<file path="src/rtl/norm_shift64.sv">
// norm_shift64: two-stage post-add normalizer for a 54-bit significand.
// Ports: clk/rst_n; in_* valid/ready beat (sum, exp, sign);
//        out_* valid/ready beat (mant, exp, sign, zero/ovf/unf); busy.
module norm_shift64 (
   input  logic        clk,
   input  logic        rst_n,
   input  logic        in_valid,
   output logic        in_ready,
   input  logic [54:0] in_sum,
   input  logic [10:0] in_exp,
   input  logic        in_sign,
   output logic        out_valid,
   input  logic        out_ready,
   output logic [53:0] out_mant,
   output logic [10:0] out_exp,
   output logic        out_sign,
   output logic        out_zero,
   output logic        out_ovf,
   output logic        out_unf,
   output logic        busy
);

   logic        a_valid_q;
   logic [53:0] a_sum_q;
   logic [10:0] a_exp_q;
   logic        a_sign_q;
   logic        a_carry_q;
   logic [5:0]  a_lz_q;
   logic [5:0]  lz_d;

   logic        b_valid_q;
   logic [53:0] mant_q, mant_d;
   logic [10:0] exp_q, exp_d;
   logic        sign_q;
   logic        zero_q, zero_d;
   logic        ovf_q, ovf_d;
   logic        unf_q, unf_d;

   logic        a_load;
   logic        b_load;
   logic [11:0] exp_p1;
   logic        is_carry, is_zero;
   logic        is_norm, is_unf;

   assign b_load   = a_valid_q && (!b_valid_q || out_ready);
   assign a_load   = !a_valid_q || b_load;
   assign in_ready = a_load;
   assign busy     = a_valid_q || b_valid_q;

   // Highest set bit wins: later iterations overwrite.
   always_comb begin
      lz_d = 6'd54;
      for (int i = 0; i < 54; i++) begin
         if (in_sum[i]) lz_d = 6'(53 - i);
      end
   end

   always_ff @(posedge clk or negedge rst_n) begin
      if (!rst_n) begin
         a_valid_q <= 1'b0;
         a_sum_q   <= '0;
         a_exp_q   <= '0;
         a_sign_q  <= 1'b0;
         a_carry_q <= 1'b0;
         a_lz_q    <= '0;
      end else if (a_load) begin
         a_valid_q <= in_valid;
         a_sum_q   <= in_sum[53:0];
         a_exp_q   <= in_exp;
         a_sign_q  <= in_sign;
         a_carry_q <= in_sum[54];
         a_lz_q    <= lz_d;
      end
   end

   assign exp_p1   = {1'b0, a_exp_q} + 12'd1;
   assign is_carry = a_carry_q;
   assign is_zero  = !a_carry_q && (a_sum_q == '0);
   assign is_norm  = !a_carry_q && (a_sum_q != '0)
                     && ({5'd0, a_lz_q} < a_exp_q);
   assign is_unf   = !a_carry_q && (a_sum_q != '0)
                     && ({5'd0, a_lz_q} >= a_exp_q);

   always_comb begin
      mant_d = '0;
      exp_d  = '0;
      zero_d = 1'b0;
      ovf_d  = 1'b0;
      unf_d  = 1'b0;
      unique case (1'b1)
         is_carry: begin
            // Exponent 2047 is reserved, so saturate there.
            if (exp_p1 >= 12'd2047) begin
               ovf_d = 1'b1;
               exp_d = 11'd2047;
            end else begin
               mant_d = {1'b1, a_sum_q[53:1]};
               exp_d  = exp_p1[10:0];
            end
         end
         is_zero: begin
            zero_d = 1'b1;
         end
         is_norm: begin
            mant_d = a_sum_q << a_lz_q;
            exp_d  = a_exp_q - {5'd0, a_lz_q};
         end
         is_unf: begin
            unf_d  = 1'b1;
            zero_d = 1'b1;
         end
      endcase
   end

   always_ff @(posedge clk or negedge rst_n) begin
      if (!rst_n) begin
         b_valid_q <= 1'b0;
         mant_q    <= '0;
         exp_q     <= '0;
         sign_q    <= 1'b0;
         zero_q    <= 1'b0;
         ovf_q     <= 1'b0;
         unf_q     <= 1'b0;
      end else if (b_load) begin
         b_valid_q <= 1'b1;
         mant_q    <= mant_d;
         exp_q     <= exp_d;
         sign_q    <= a_sign_q;
         zero_q    <= zero_d;
         ovf_q     <= ovf_d;
         unf_q     <= unf_d;
      end else if (out_ready) begin
         b_valid_q <= 1'b0;
      end
   end

   assign out_valid = b_valid_q;
   assign out_mant  = mant_q;
   assign out_exp   = exp_q;
   assign out_sign  = sign_q;
   assign out_zero  = zero_q;
   assign out_ovf   = ovf_q;
   assign out_unf   = unf_q;

endmodule

</file>
<file path="config.mk">
export PLATFORM = sky130hd
export DESIGN_NAME = norm_shift64
export DESIGN_NICKNAME = d
export VERILOG_FILES = /design/src/rtl/norm_shift64.sv
export SDC_FILE = /design/constraint.sdc
export NUM_CORES = 1
export LEC_CHECK = 0
export CORE_MARGIN = 4
export CORE_UTILIZATION = 50
export CTS_CLUSTER_DIAMETER = 80
export DETAILED_ROUTE_END_ITERATION = 8
export PLACE_DENSITY = 0.73
export REMOVE_ABC_BUFFERS = 1
export SKIP_CTS_REPAIR_TIMING = 1
export SLEW_MARGIN = 15
export SYNTH_ARGS = -nofsm -noshare
export SYNTH_HDL_FRONTEND = slang
export SYNTH_SLANG_ARGS = --single-unit
</file>
<file path="constraint.sdc">
create_clock -name clk -period 3.8 [get_ports clk]
set_input_delay 0.95 -clock clk [delete_from_list [all_inputs] [get_ports clk]]
set_output_delay 0.95 -clock clk [all_outputs]
set_load 0.005 [all_outputs]
</file>
# ---- Yosys cells after proc, flatten, opt, wreduce, memory -nomap -nowiden
# Index checks and enable logic that the tools add are counted.
# W data, S select, Z words.
dict set report totals {
  mem_bits_ro 0
  memories 0
  register_bits 144
  mem_bits_rw 0
  latchBits 0
  out_inout_bits 72
  in_bits 71
  word_cells 98
}
dict set report classes {
  reduce_logical 15
  n_div 0
  order_cmp 3
  add_sub_neg 2
  n_mux 64
  n_mul 0
  shift 1
  bitwise 0
  eq_ne 0
}
# cell count
set op_table {}
lappend op_table {{$mux W6} 51}
lappend op_table {{$pmux W54 S2} 1}
lappend op_table {{$logic_not A54 Y1} 1}
lappend op_table {{$mux W54} 1}
lappend op_table {{$reduce_bool A54 Y1} 1}
lappend op_table {{$shl A54 B6 Y54} 1}
lappend op_table {{$pmux W11 S2} 1}
lappend op_table {{$add A11 B1 Y12 const B} 1}
lappend op_table {{$ge A12 B11 Y1 const B} 1}
lappend op_table {{$ge A6 B11 Y1} 1}
lappend op_table {{$lt A6 B11 Y1} 1}
lappend op_table {{$mux W11} 1}
lappend op_table {{$sub A11 B6 Y11} 1}
lappend op_table {{$mux W1} 6}
lappend op_table {{$logic_and A1 B1 Y1} 5}
lappend op_table {{$mux W2} 2}
lappend op_table {{$logic_not A1 Y1} 3}
lappend op_table {{$logic_or A1 B1 Y1} 3}
lappend op_table {{$mux W3} 1}
lappend op_table {{$reduce_bool A2 Y1} 1}
lappend op_table {{$reduce_or A2 Y1} 1}

# ---- Longest topological paths before layout
dict set report logic_depth {
  word_depth 54
  depth_mapped 14
  ltp_nobuf 11
}

# ---- Worst setup path before layout
# OpenSTA, ideal clock, no wires.
dict set report synth_timing {
  path_kind {register -> register}
  startpoint {register a_lz_q[3]}
  endpoint {register mant_q[20] (netlist: out_mant[20])}
  synth_period_minus_slack_ns 3.253
  stages_incl_launch_ff 15
  setup_slack_ns 0.547
  path_buffers 5
  t_required_ns 3.736
  arrival_time_ns 3.189
  setup_time_ns 0.064
  path_cell_list {dfrtp_1 -> buf_2 -> inv_1 -> buf_2 -> buf_1 -> clkbuf_1 -> ha_1 -> nand3_1 -> nor4_1 -> o21a_1 -> nor3_2 -> nand2_1 -> buf_2 -> nor2_1 -> a21o_1}
}
dict set report synth_via {
  elab_chain_len 3
  elab_cells_between_ends 4
  classes_between {order compare: 1; shift: 1; mux: 1; reduce/logical: 1}
}
# item line
set synth_rtl {}
lappend synth_rtl {{from (decl)} 28} ;# logic [5:0] a_lz_q;
lappend synth_rtl {{from (signal assigned)} 72} ;# a_lz_q <= lz_d;
lappend synth_rtl {{$lt A6 B11 Y1} 80} ;# && ({5'd0, a_lz_q} < a_exp_q);
lappend synth_rtl {{$logic_and A1 B1 Y1} 80}
lappend synth_rtl {{$pmux W54 S2 *} 90} ;# unique case (1'b1)
lappend synth_rtl {{to (signal assigned)} 126} ;# mant_q <= mant_d;
lappend synth_rtl {{to (decl)} 32} ;# logic [53:0] mant_q, mant_d;
# Mark *: on every way between the ends. The rest lies on a longest branch, timed or not.
# A chain may end at the register's enable or synchronous reset.

# ---- Worst setup path in the final report
dict set report layout_timing {
  startpoint {register a_lz_q[1]}
  endpoint {register mant_q[42] (netlist: out_mant[42])}
}
# Same word-level chain as after synthesis.

==> flow_summary.json <==
{
  "status": "completed",
  "setup_viol": 0,
  "fillCellCount": 1951,
  "clkLatencyLatePin_ps": 440,
  "synth-main-ff-cell": "dfrtp_1",
  "layout_min_cycle_time_ps": 3310,
  "place_hpwl_mm": 31.1,
  "cp_max_fo": 35,
  "cp_top_family": "compound AO/OA/AOI/OAI gates",
  "initial_core_util_pct": 50.8,
  "register_area_mm2": 0.00361,
  "path_cells": "buf_4 > mux4_2 > a222oi_1 > nor4_1 > a311o_1 > a21oi_1 > o21ai_1",
  "avgSynthCellArea_um2": 8.49,
  "clkPwrFrac_pct": 28.8,
  "finalSetupTns_ps": 0,
  "p_comb_share_pct": 34.7,
  "yosys.area.top_type": "dfrtp_1",
  "worstMarginPinSlew_ps": 980,
  "syn-instance-count": 1301,
  "slowest_stage": "dfrtp_2",
  "fmax_ghz": 0.302,
  "synth_warnings": 0,
  "antennaDiodeCount": 0,
  "swShare_pct": 37.1,
  "p_leak_uw": 0.00548,
  "finalNetCount": 1471,
  "cp.arrival_ps": 3600,
  "drc": 0,
  "wl_per_cell_um": 25.2,
  "criticalPathCategory": "register to register",
  "core_mm2": 0.0218,
  "grt-ovfl-total": 0,
  "drtAntennaViolNets": 0,
  "yosysTopAreaCellShare_pct": 32.6,
  "die_h_um": 157,
  "cap_violations": 0,
  "drive_above_1_share_pct": 12.6,
  "multi_input_area_mm2": 0.00688,
  "cts_tree": "built",
  "cts_sinks": 144,
  "ir_drop_uv": 280,
  "synth_most_common_cell": "nand2_1",
  "synth_seq_cells": 144,
  "worstPathRequired_ps": 4080,
  "post-route-worst-setup-slack_ps": 485,
  "finClkSkew_ps": 15.1,
  "dieWidth_um": 157,
  "placement.io_buffers": 142,
  "routed_wl_mm": 42.4,
  "drt_iter0_markers": 1298,
  "pin_count": 143,
  "numCtsBuffers": 17,
  "syn-cell-area_mm2": 0.0110,
  "synthTopCellsByArea": "dfrtp_1 33%, mux4_2 11%, nand2_1 11%, mux2i_1 5.1%, nor2_1 3.7%",
  "viasPerCell": 6.64,
  "final_area_mm2": 0.0133,
  "min_path_type": "register to register",
  "rsz0062_at_grt": "no",
  "internal_power_uw": 3770,
  "fp-row-count": 54,
  "layout.cells.non_filler": 1684,
  "cts.clk_slew.worst_paths_ps": 70,
  "dr.pass1.iters": 6,
  "root_buffer": "clkbuf_16",
  "place_area_mm2": 0.0127,
  "cts_buffer_depth": 2,
  "design.die.area_mm2": 0.0245,
  "grt_max_degree": 89,
  "power.density_mw_per_mm2": 452,
  "syn_to_final_growth_pct": 20.1,
  "gp_congestion": 1.00,
  "post-place-ws_ps": 475,
  "synthArstFlopShare_pct": 100,
  "htreeDepth": 4,
  "antenna_found_initial": 0,
  "yosys-top-cells-count": "309 x nand2_1, 144 x dfrtp_1, 108 x nor2_1",
  "vias": 11200,
  "synth_cell_types": 76,
  "end_kind": "register",
  "grt_usage_pct": 34.9,
  "slew_violations": 0,
  "start_kind": "register",
  "place_inst": 1652,
  "synth_edf_count": 0,
  "hold_viol": 0,
  "p_sw_uw": 2220,
  "path_buf_inv": 1,
  "max_stage_delay_ps": 690,
  "post-route-period-util_pct": 87.2,
  "seqPwrFrac_pct": 36.4,
  "synth-seq-area-share_pct": 32.6,
  "first_global_vias": 10700,
  "slew_headroom_pct": 34.4,
  "grt_first_pass_wirelength_mm": 65.1
}
==> metrics by stage <==
stage | total power, uW | util, % | hold WS [ps]
after floorplan | 3160 | - | 439
final | 5990 | 61.0 | 468
after global routing | 6260 | 61.0 | 492
after global placement | 4210 | 58.2 | 451
after CTS | 5960 | 61.0 | 473
after detailed placement | 4240 | 58.2 | 456
==> metal layers <==
metal	GRT usage [%]	vias to the layer above	share of wire, %
met5	0	-	0
met4	16.6	0	5.2
met3	7.11	134	10
met2	51.6	727	44
met1	49.2	5380	41
li1	-	4946	-
==> state kept, by name, indices dropped and copies added, names as in the netlist <==
signal     count
a_sum_q       54
out_mant      54
out_ovf        1
a_exp_q       11
a_lz_q         6
out_exp       11
a_carry_q      1
a_valid_q      1
out_valid      1
out_unf        1
out_sign       1
out_zero       1
a_sign_q       1
==> cells in the final DEF (no fill, tap or decap), types with 13 or more instances in the layout <==
| cell | count |
|---|---|
| buf_4 | 27 |
| nand3_1 | 18 |
| mux2i_1 | 56 |
| mux2_2 | 34 |
| a31oi_1 | 13 |
| nor3_1 | 26 |
| dfrtp_1 | 140 |
| nor4_1 | 30 |
| clkbuf_16 | 17 |
| mux4_2 | 56 |
| o21ai_0 | 80 |
| nand2_1 | 308 |
| clkdlybuf4s50_1 | 141 |
| inv_1 | 23 |
| a21oi_1 | 76 |
| nor2_1 | 107 |
| a22oi_1 | 38 |
| a221o_1 | 15 |
==> power by group through the flow <==
stage | registers (uW) | logic, uW | clock network [uW]
after global placement | 2180 | 2030 | 0
after CTS | 2160 | 2060 | 1740
after global routing | 2210 | 2250 | 1810
final | 2180 | 2080 | 1730
after floorplan | 2100 | 1060 | 0
after detailed placement | 2190 | 2050 | 0
==> cell type report <==
class / count / area share [%]
Multi-Input combinational cell: 1028 / 51.9
Clock inverter: 15 / 1.26
Tap cell: 280 / 2.64
Timing Repair Buffer: 174 / 13.0
Clock buffer: 17 / 3.21
Sequential cell: 144 / 27.2
Inverter: 26 / 0.736
==> worst register-to-register path, cell delays in order (launching register included) <==
cell,delay (ps)
dfrtp_2,690
buf_4,560
mux4_2,650
a222oi_1,610
nor4_1,90
a311o_1,350
a21oi_1,150
o21ai_1,70
==> final timing paths <==
path	startpoint	to	slack [ps]	depth (start not counted)
max	a_lz_q[1]	out_mant[42]	490	7
min	out_mant[10]	out_mant[10]	470	2
max reg2reg	a_lz_q[1]	out_mant[42]	490	7
min reg2reg	out_mant[10]	out_mant[10]	470	2
max in group asynchronous	rst_n	a_lz_q[3]	2500	2
min in group asynchronous	rst_n	out_mant[5]	510	1
==> cell families after synthesis <==
family                   count (synthesis)  share of synthesized area [%]
AND/OR/NAND/NOR                        544                           21.2
AO/OA/AOI/OAI                          317                           19.0
multiplexers                           146                           20.0
flip-flops                             144                           32.6
buffers and inverters                  129                           5.12
XOR/XNOR                                12                          0.952
adder cells (fa/ha/maj)                  9                           1.09
(Power assumes the default switching activity.)
